--- src/rtl/branch_pkg.sv ---
// Shared types for the branch resolution unit.
// Holds condition codes, FSM states and stats width.
package branch_pkg;

  localparam int STAT_W = 16;

  typedef enum logic [2:0] {
    C_NONE   = 3'b000,
    C_EQ     = 3'b001,
    C_NE     = 3'b010,
    C_LT     = 3'b011,
    C_LE     = 3'b100,
    C_GT     = 3'b101,
    C_GE     = 3'b110,
    C_ALWAYS = 3'b111
  } cond_e;

  typedef enum logic [1:0] {
    IDLE     = 2'd0,
    REDIRECT = 2'd1,
    FLUSH    = 2'd2
  } br_state_e;

endpackage

--- src/rtl/branch_cond_eval.sv ---
// Maps a condition code and comparator flags to a take bit.
// Purely combinational; shared with the jump/compare fusion stage.
module branch_cond_eval
  import branch_pkg::*;
(
  input  logic [2:0] cond_i,
  input  logic       eq_i,
  input  logic       neq_i,
  input  logic       lt_i,
  input  logic       lte_i,
  input  logic       gt_i,
  input  logic       gte_i,
  output logic       take_o
);

  always_comb begin
    take_o = 1'b0;
    unique case (cond_e'(cond_i))
      C_NONE:   take_o = 1'b0;
      C_EQ:     take_o = eq_i;
      C_NE:     take_o = neq_i;
      C_LT:     take_o = lt_i;
      C_LE:     take_o = lte_i;
      C_GT:     take_o = gt_i;
      C_GE:     take_o = gte_i;
      C_ALWAYS: take_o = 1'b1;
    endcase
  end

endmodule

--- src/rtl/branch_resolve.sv ---
// Branch resolve: take decision, target, redirect handshake, flush.
// Define BRANCH_STATS_EN to add saturating taken/not-taken counters.
module branch_resolve
  import branch_pkg::*;
#(
  parameter int PC_W         = 8,
  parameter int FLUSH_CYCLES = 2
) (
  input  logic            clk,
  input  logic            rst,
  input  logic            in_valid,
  output logic            in_ready,
  input  logic [2:0]      cond,
  input  logic            eq,
  input  logic            neq,
  input  logic            lt,
  input  logic            lte,
  input  logic            gt,
  input  logic            gte,
  input  logic [PC_W-1:0] pc,
  input  logic [PC_W-1:0] offset,
  output logic            resolved,
  output logic            taken,
  output logic            redirect_valid,
  input  logic            redirect_ready,
  output logic [PC_W-1:0] redirect_pc,
  output logic            flush
`ifdef BRANCH_STATS_EN
  ,
  output logic [STAT_W-1:0] stat_taken,
  output logic [STAT_W-1:0] stat_not_taken
`endif
);

  localparam logic [3:0] CNT_LOAD =
    4'(FLUSH_CYCLES > 0 ? FLUSH_CYCLES - 1 : 0);

  br_state_e       state_q, state_d;
  logic [3:0]      cnt_q, cnt_d;
  logic            res_q, res_d;
  logic            tk_q, tk_d;
  logic [PC_W-1:0] tgt_q, tgt_d;
  logic            take;
  logic            accept;

  branch_cond_eval u_eval (
    .cond_i (cond),
    .eq_i   (eq),
    .neq_i  (neq),
    .lt_i   (lt),
    .lte_i  (lte),
    .gt_i   (gt),
    .gte_i  (gte),
    .take_o (take)
  );

  assign accept = in_valid && (state_q == IDLE);

  always_comb begin
    state_d = state_q;
    cnt_d   = cnt_q;
    res_d   = accept;
    tk_d    = accept && take;
    tgt_d   = accept ? pc + offset : tgt_q;
    unique case (state_q)
      IDLE: begin
        if (accept && take) state_d = REDIRECT;
      end
      REDIRECT: begin
        if (redirect_ready) begin
          if (FLUSH_CYCLES > 0) begin
            state_d = FLUSH;
            cnt_d   = CNT_LOAD;
          end else begin
            state_d = IDLE;
          end
        end
      end
      FLUSH: begin
        if (cnt_q == 4'd0) state_d = IDLE;
        else cnt_d = cnt_q - 1'b1;
      end
      default: state_d = IDLE;
    endcase
  end

  always_ff @(posedge clk) begin
    if (rst) begin
      state_q <= IDLE;
      cnt_q   <= 4'd0;
      res_q   <= 1'b0;
      tk_q    <= 1'b0;
      tgt_q   <= '0;
    end else begin
      state_q <= state_d;
      cnt_q   <= cnt_d;
      res_q   <= res_d;
      tk_q    <= tk_d;
      tgt_q   <= tgt_d;
    end
  end

  assign in_ready       = (state_q == IDLE);
  assign redirect_valid = (state_q == REDIRECT);
  assign flush          = (state_q == FLUSH);
  assign resolved       = res_q;
  assign taken          = tk_q;
  assign redirect_pc    = tgt_q;

`ifdef BRANCH_STATS_EN
  logic [STAT_W-1:0] stat_taken_q;
  logic [STAT_W-1:0] stat_not_taken_q;

  // Counters saturate at all-ones rather than wrapping.
  always_ff @(posedge clk) begin
    if (rst) begin
      stat_taken_q     <= '0;
      stat_not_taken_q <= '0;
    end else if (res_q) begin
      if (tk_q && !(&stat_taken_q))
        stat_taken_q <= stat_taken_q + 1'b1;
      if (!tk_q && !(&stat_not_taken_q))
        stat_not_taken_q <= stat_not_taken_q + 1'b1;
    end
  end

  assign stat_taken     = stat_taken_q;
  assign stat_not_taken = stat_not_taken_q;
`endif

endmodule

--- config.mk ---
export PLATFORM = sky130hd
export DESIGN_NAME = branch_resolve
export DESIGN_NICKNAME = d
export VERILOG_FILES = /design/src/rtl/branch_pkg.sv /design/src/rtl/branch_cond_eval.sv /design/src/rtl/branch_resolve.sv
export SDC_FILE = /design/constraint.sdc
export NUM_CORES = 1
export LEC_CHECK = 0
export ABC_AREA = 1
export CAP_MARGIN = 20
export CORE_MARGIN = 2
export CORE_UTILIZATION = 43
export CTS_CLUSTER_DIAMETER = 40
export DETAILED_ROUTE_END_ITERATION = 8
export GPL_ROUTABILITY_DRIVEN = 0
export PLACE_DENSITY = 0.79
export SETUP_SLACK_MARGIN = 0.02
export SLEW_MARGIN = 5
export SYNTH_ARGS = -nofsm -noshare
export SYNTH_HDL_FRONTEND = slang
export SYNTH_SLANG_ARGS = --single-unit
export TNS_END_PERCENT = 30
--- constraint.sdc ---
create_clock -name clk -period 2 [get_ports clk]
set_input_delay 0.4 -clock clk [delete_from_list [all_inputs] [get_ports clk]]
set_output_delay 0.4 -clock clk [all_outputs]
set_load 0.01 [all_outputs]
== Yosys cells after proc, flatten, opt, wreduce, memory -nomap -nowiden ==
Cells that the tools add are included.

* Register bits: 16
* Bits of input ports: 29
* Output and inout port bits: 13
* Logic and storage cells: 36

* Add/subtract/negate cells: 2
* Equal/unequal tests: 13
* Multiplexer cells: 8
* Reductions and logical operators: 8

{| class="wikitable"
|+ Operators with widths
! kind !! number
|-
| $eq A3 B3 Y1 const B || 4
|-
| $add A8 B8 Y8 || 1
|-
| $mux W4 || 2
|-
| $pmux W1 S8 || 1
|-
| $pmux W4 S2 || 1
|-
| $eq A3 B2 Y1 const B || 2
|-
| $mux W2 || 3
|-
| $ne A2 B1 Y1 const B || 3
|-
| $pmux W2 S3 || 1
|-
| $reduce_and A3 Y1 || 2
|-
| $logic_not A4 Y1 || 1
|-
| $sub A4 B1 Y4 const B || 1
|-
| $eq A3 B1 Y1 const B || 1
|-
| $logic_not A3 Y1 || 1
|-
| $eq A2 B1 Y1 const B || 1
|-
| $eq A2 B2 Y1 const B || 1
|-
| $logic_and A1 B1 Y1 || 2
|-
| $logic_not A2 Y1 || 1
|-
| $ne A2 B2 Y1 const B || 1
|-
| $reduce_bool A2 Y1 || 1
|}

== Logic depth before layout (Yosys ltp) ==
* Depth after elaboration: 5
* Mapped depth: 9

== By module ==
A second synthesis with hierarchy kept.

* Cells, all modules: 152
* Area, all modules: 1048.5 um2

{| class="wikitable"
|+ By module, submodules not included
! module !! times used !! cells each !! area each (um2) !! seq. area each (um2)
|-
| branch_resolve || 1 || 136 || 984.7 || 320.3
|-
| branch_cond_eval || 1 || 16 || 63.8 || 0.0
|}

== Least setup slack after synthesis ==
No wires, ideal clock.

* Kind: input to register
* From: input port offset[0]
* To: register tgt_q[4], in the netlist redirect_pc[4]
* Library setup time: 0.109 ns
* Arrival time: 1.481 ns
* Setup slack: 0.410 ns
* Stages on the path: 7
* Buffers on the path: 0
* Cells stage by stage: ha_1 -> fa_1 -> a21oi_1 -> xor2_1 -> nand2_1 -> nand2_1 -> inv_1

* Longest elaborated chain between the ends: 1

{| class="wikitable"
|+ Ends and longest elaborated chain
! what !! RTL line !! text
|-
| start, declared || branch_resolve.sv:21 || <nowiki>input logic [PC_W-1:0] offset,</nowiki>
|-
| $add A8 B8 Y8 || branch_resolve.sv:64 || <nowiki>tgt_d = accept ? pc + offset : tgt_q;</nowiki>
|-
| end signal, assigned || branch_resolve.sv:99 || <nowiki>tgt_q <= tgt_d;</nowiki>
|-
| end, declared || branch_resolve.sv:42 || <nowiki>logic [PC_W-1:0] tgt_q, tgt_d;</nowiki>
|}

No other way between the ends.
A chain may end at the register's enable or synchronous reset.

== Worst setup path in the final report ==
* From: register state_q[1]
* To: output port flush

* Longest elaborated chain between the ends: 1

{| class="wikitable"
|+ Ends and longest elaborated chain
! what !! RTL line !! text
|-
| start, declared || branch_resolve.sv:38 || <nowiki>br_state_e state_q, state_d;</nowiki>
|-
| start signal, assigned || branch_resolve.sv:95 || <nowiki>state_q <= state_d;</nowiki>
|-
| $eq A2 B2 Y1 || branch_resolve.sv:105 || <nowiki>assign flush = (state_q == FLUSH);</nowiki>
|-
| end, declared || branch_resolve.sv:27 || <nowiki>output logic flush</nowiki>
|}

No other way between the ends.

==> impl_metrics.json <==
{
  "grt_pass1_wl_um": 3620,
  "clkPwrFrac": 0.239,
  "use_met3": 0.0361,
  "die_x_um": 53.8,
  "status": "complete, no violations",
  "top_usage_layer": "met2",
  "sequentialPowerShare": 0.415,
  "grt_overflow": 0,
  "ys_warn_count": 0,
  "initial_core_util": 0.443,
  "cp-startpoint": "state_q[1]",
  "hp-class": "reg -> reg",
  "grt_max_degree": 15,
  "r2r_end": "cnt_q[3]",
  "drv_slew": 0,
  "met1_usage": 0.182,
  "wirelength_um": 2240,
  "final_common_cell": "clkdlybuf4s50_1",
  "fin_nets": 247,
  "intPower_w": 0.000616,
  "area_growth_pct": 45.4,
  "synth_nets": 201,
  "layout_min_cycle_time_ns": 1.84,
  "synth-seq-area-share": 0.300,
  "dieArea_um2": 2900,
  "num_vias": 1110,
  "synth.avg_cell_area_um2": 6.55,
  "clk_latency_ns": 0.28,
  "die_y_um": 53.8,
  "ys_types": 21,
  "synthCells": 163,
  "root_buffer": "clkbuf_4",
  "hold_buffers": 0,
  "rsz0062_at_grt": "no",
  "cap_violations": 0,
  "utilization": 0.644,
  "rows": 18,
  "mostFrequentLayoutCells": "41 x clkdlybuf4s50_1, 38 x nand2_1, 27 x nor2_1",
  "dp_hpwl_um": 1900,
  "p_leak_nw": 0.771,
  "drive_gt1_frac": 0.0817,
  "path_clk_slew_ns": 0.09,
  "ctsResizeCount": 0,
  "arrival_ns": 1.44,
  "grt_pass1_vias": 975,
  "clk_path_buf_depth": 2,
  "fin_crit_sh": 0.918,
  "switchingPower_w": 0.000256,
  "antenna_found_initial": 0,
  "post_cts_buffers": 0,
  "cts_buffers": 3,
  "ff2ff_setup_slack_ns": 0.80,
  "port-buffer-count": 41,
  "critPathKind": "reg -> out",
  "ant_nets": 0,
  "worst_clock_skew_ns": 0.000692,
  "grt_util_met2": 0.313,
  "crit_fanout": 3,
  "drt-initial-drc-count": 12,
  "synth.ff_latch_count": 16,
  "cts_sinks": 16,
  "max-slew-margin-rel": 0.832,
  "num_io_pins": 42,
  "wl_per_cell_um": 9.40,
  "r2r_start": "cnt_q[0]",
  "end_kind": "output port",
  "grtUsageTotal": 0.165,
  "mappedNetlistArea_um2": 1070,
  "crit_required_ns": 1.60,
  "fin_setup_tns_ns": 0,
  "first_pass_iters": 4,
  "core_area_um2": 2410,
  "worst_setup_path_start_kind": "flip-flop",
  "h-tree-depth": 1,
  "n_antenna_cell": 0,
  "fmaxAchievable_ghz": 0.545,
  "setup_viol": 0,
  "pwr-share-comb": 0.346,
  "total_power_w": 0.000872,
  "ir_worst_vdd_mv": 0.351,
  "cellPowerDensity_nw_per_um2": 562,
  "swShare": 0.293,
  "tritoncts": "yes",
  "drt-vias-per-instance": 4.66,
  "drc": 0,
  "r2r_cells": 8,
  "crit_end": "flush",
  "final_hold_viol_count": 0,
  "worst_slew_pin_slew_ns": 0.251
}
==> worst min-delay path by stage <==
stage | from | end | slack, ns | cells after the start
2_1_floorplan | cnt_q[0] | cnt_q[0] | 0.46 | 2
3_3_place_gp | redirect_pc[1] | redirect_pc[1] | 0.46 | 2
3_5_place_dp | redirect_pc[0] | redirect_pc[0] | 0.48 | 2
4_1_cts | redirect_pc[0] | redirect_pc[0] | 0.50 | 2
5_1_grt | redirect_pc[0] | redirect_pc[0] | 0.53 | 2
6_report | redirect_pc[0] | redirect_pc[0] | 0.49 | 2
==> metal layers <==
layer  vias to the layer above  wire length [um]
li1                        594                 -
met1                       471               937
met2                        41              1070
met3                         4               212
met4                         0                21
met5                         -                 0
==> metrics by stage <==
stage	cells	worst slack [ns]	instance area, um2	hold WS (ns)
finish	238	0.164	1550	0.488
detailed placement	234	-0.110	1520	0.476
global placement	234	-0.0451	1520	0.464
global route	238	0.0639	1550	0.528
CTS	238	0.148	1550	0.496
floorplan	163	0.410	1070	0.464
==> flip-flops by register name (all words and copies together), names as in the netlist <==
name         flops
state_q          2
resolved         1
redirect_pc      8
cnt_q            4
taken            1
==> cell type report <==
cell class / count / area [um2]
well taps: 30 / 37.5
repair buffers: 43 / 425
inverters: 27 / 101
multi-input cells: 118 / 631
clock buffers: 4 / 36.3
flip-flops and latches: 16 / 320
fillers: 215 / 858
==> cells in the mapped netlist <==
library cell,instances,area share
a21oi_1,8,0.038
buf_6,1,0.011
clkbuf_1,1,0.0035
dfxtp_1,16,0.30
fa_1,1,0.019
ha_1,8,0.094
inv_1,24,0.084
inv_2,3,0.011
nand2_1,38,0.13
nand2_2,3,0.018
nand2_4,2,0.021
nand3_1,12,0.056
nand4_1,2,0.012
nor2_1,27,0.095
nor2_2,2,0.012
nor2_4,1,0.011
nor3_1,2,0.0094
o21ai_0,6,0.028
o21ai_1,1,0.0047
xnor2_1,2,0.016
xor2_1,3,0.025
==> critical path, cell delays in order (launching register included) <==
cell             delay (ns)
dfxtp_1                0.43
inv_2                  0.06
nor2_2                 0.12
clkdlybuf4s50_1        0.55
==> logic make-up after synthesis <==
logic type,after synthesis,synth area share
AOI/OAI and AO/OA,15,0.0703
adders and majority gates,9,0.113
buffers and inverters,29,0.109
and+or+nand+nor,89,0.367
DFF,16,0.300
xor gates and xnor gates,5,0.0410
==> power by group through the flow <==
stage	registers, W	logic [W]	clock network [W]
after global routing	0.000365	0.000342	0.000232
after global placement	0.000368	0.000296	0
final	0.000361	0.000302	0.000208
after CTS	0.000362	0.000304	0.000218
after floorplan	0.000378	0.000160	0
after detailed placement	0.000369	0.000302	0
(Power assumes the default switching activity.)
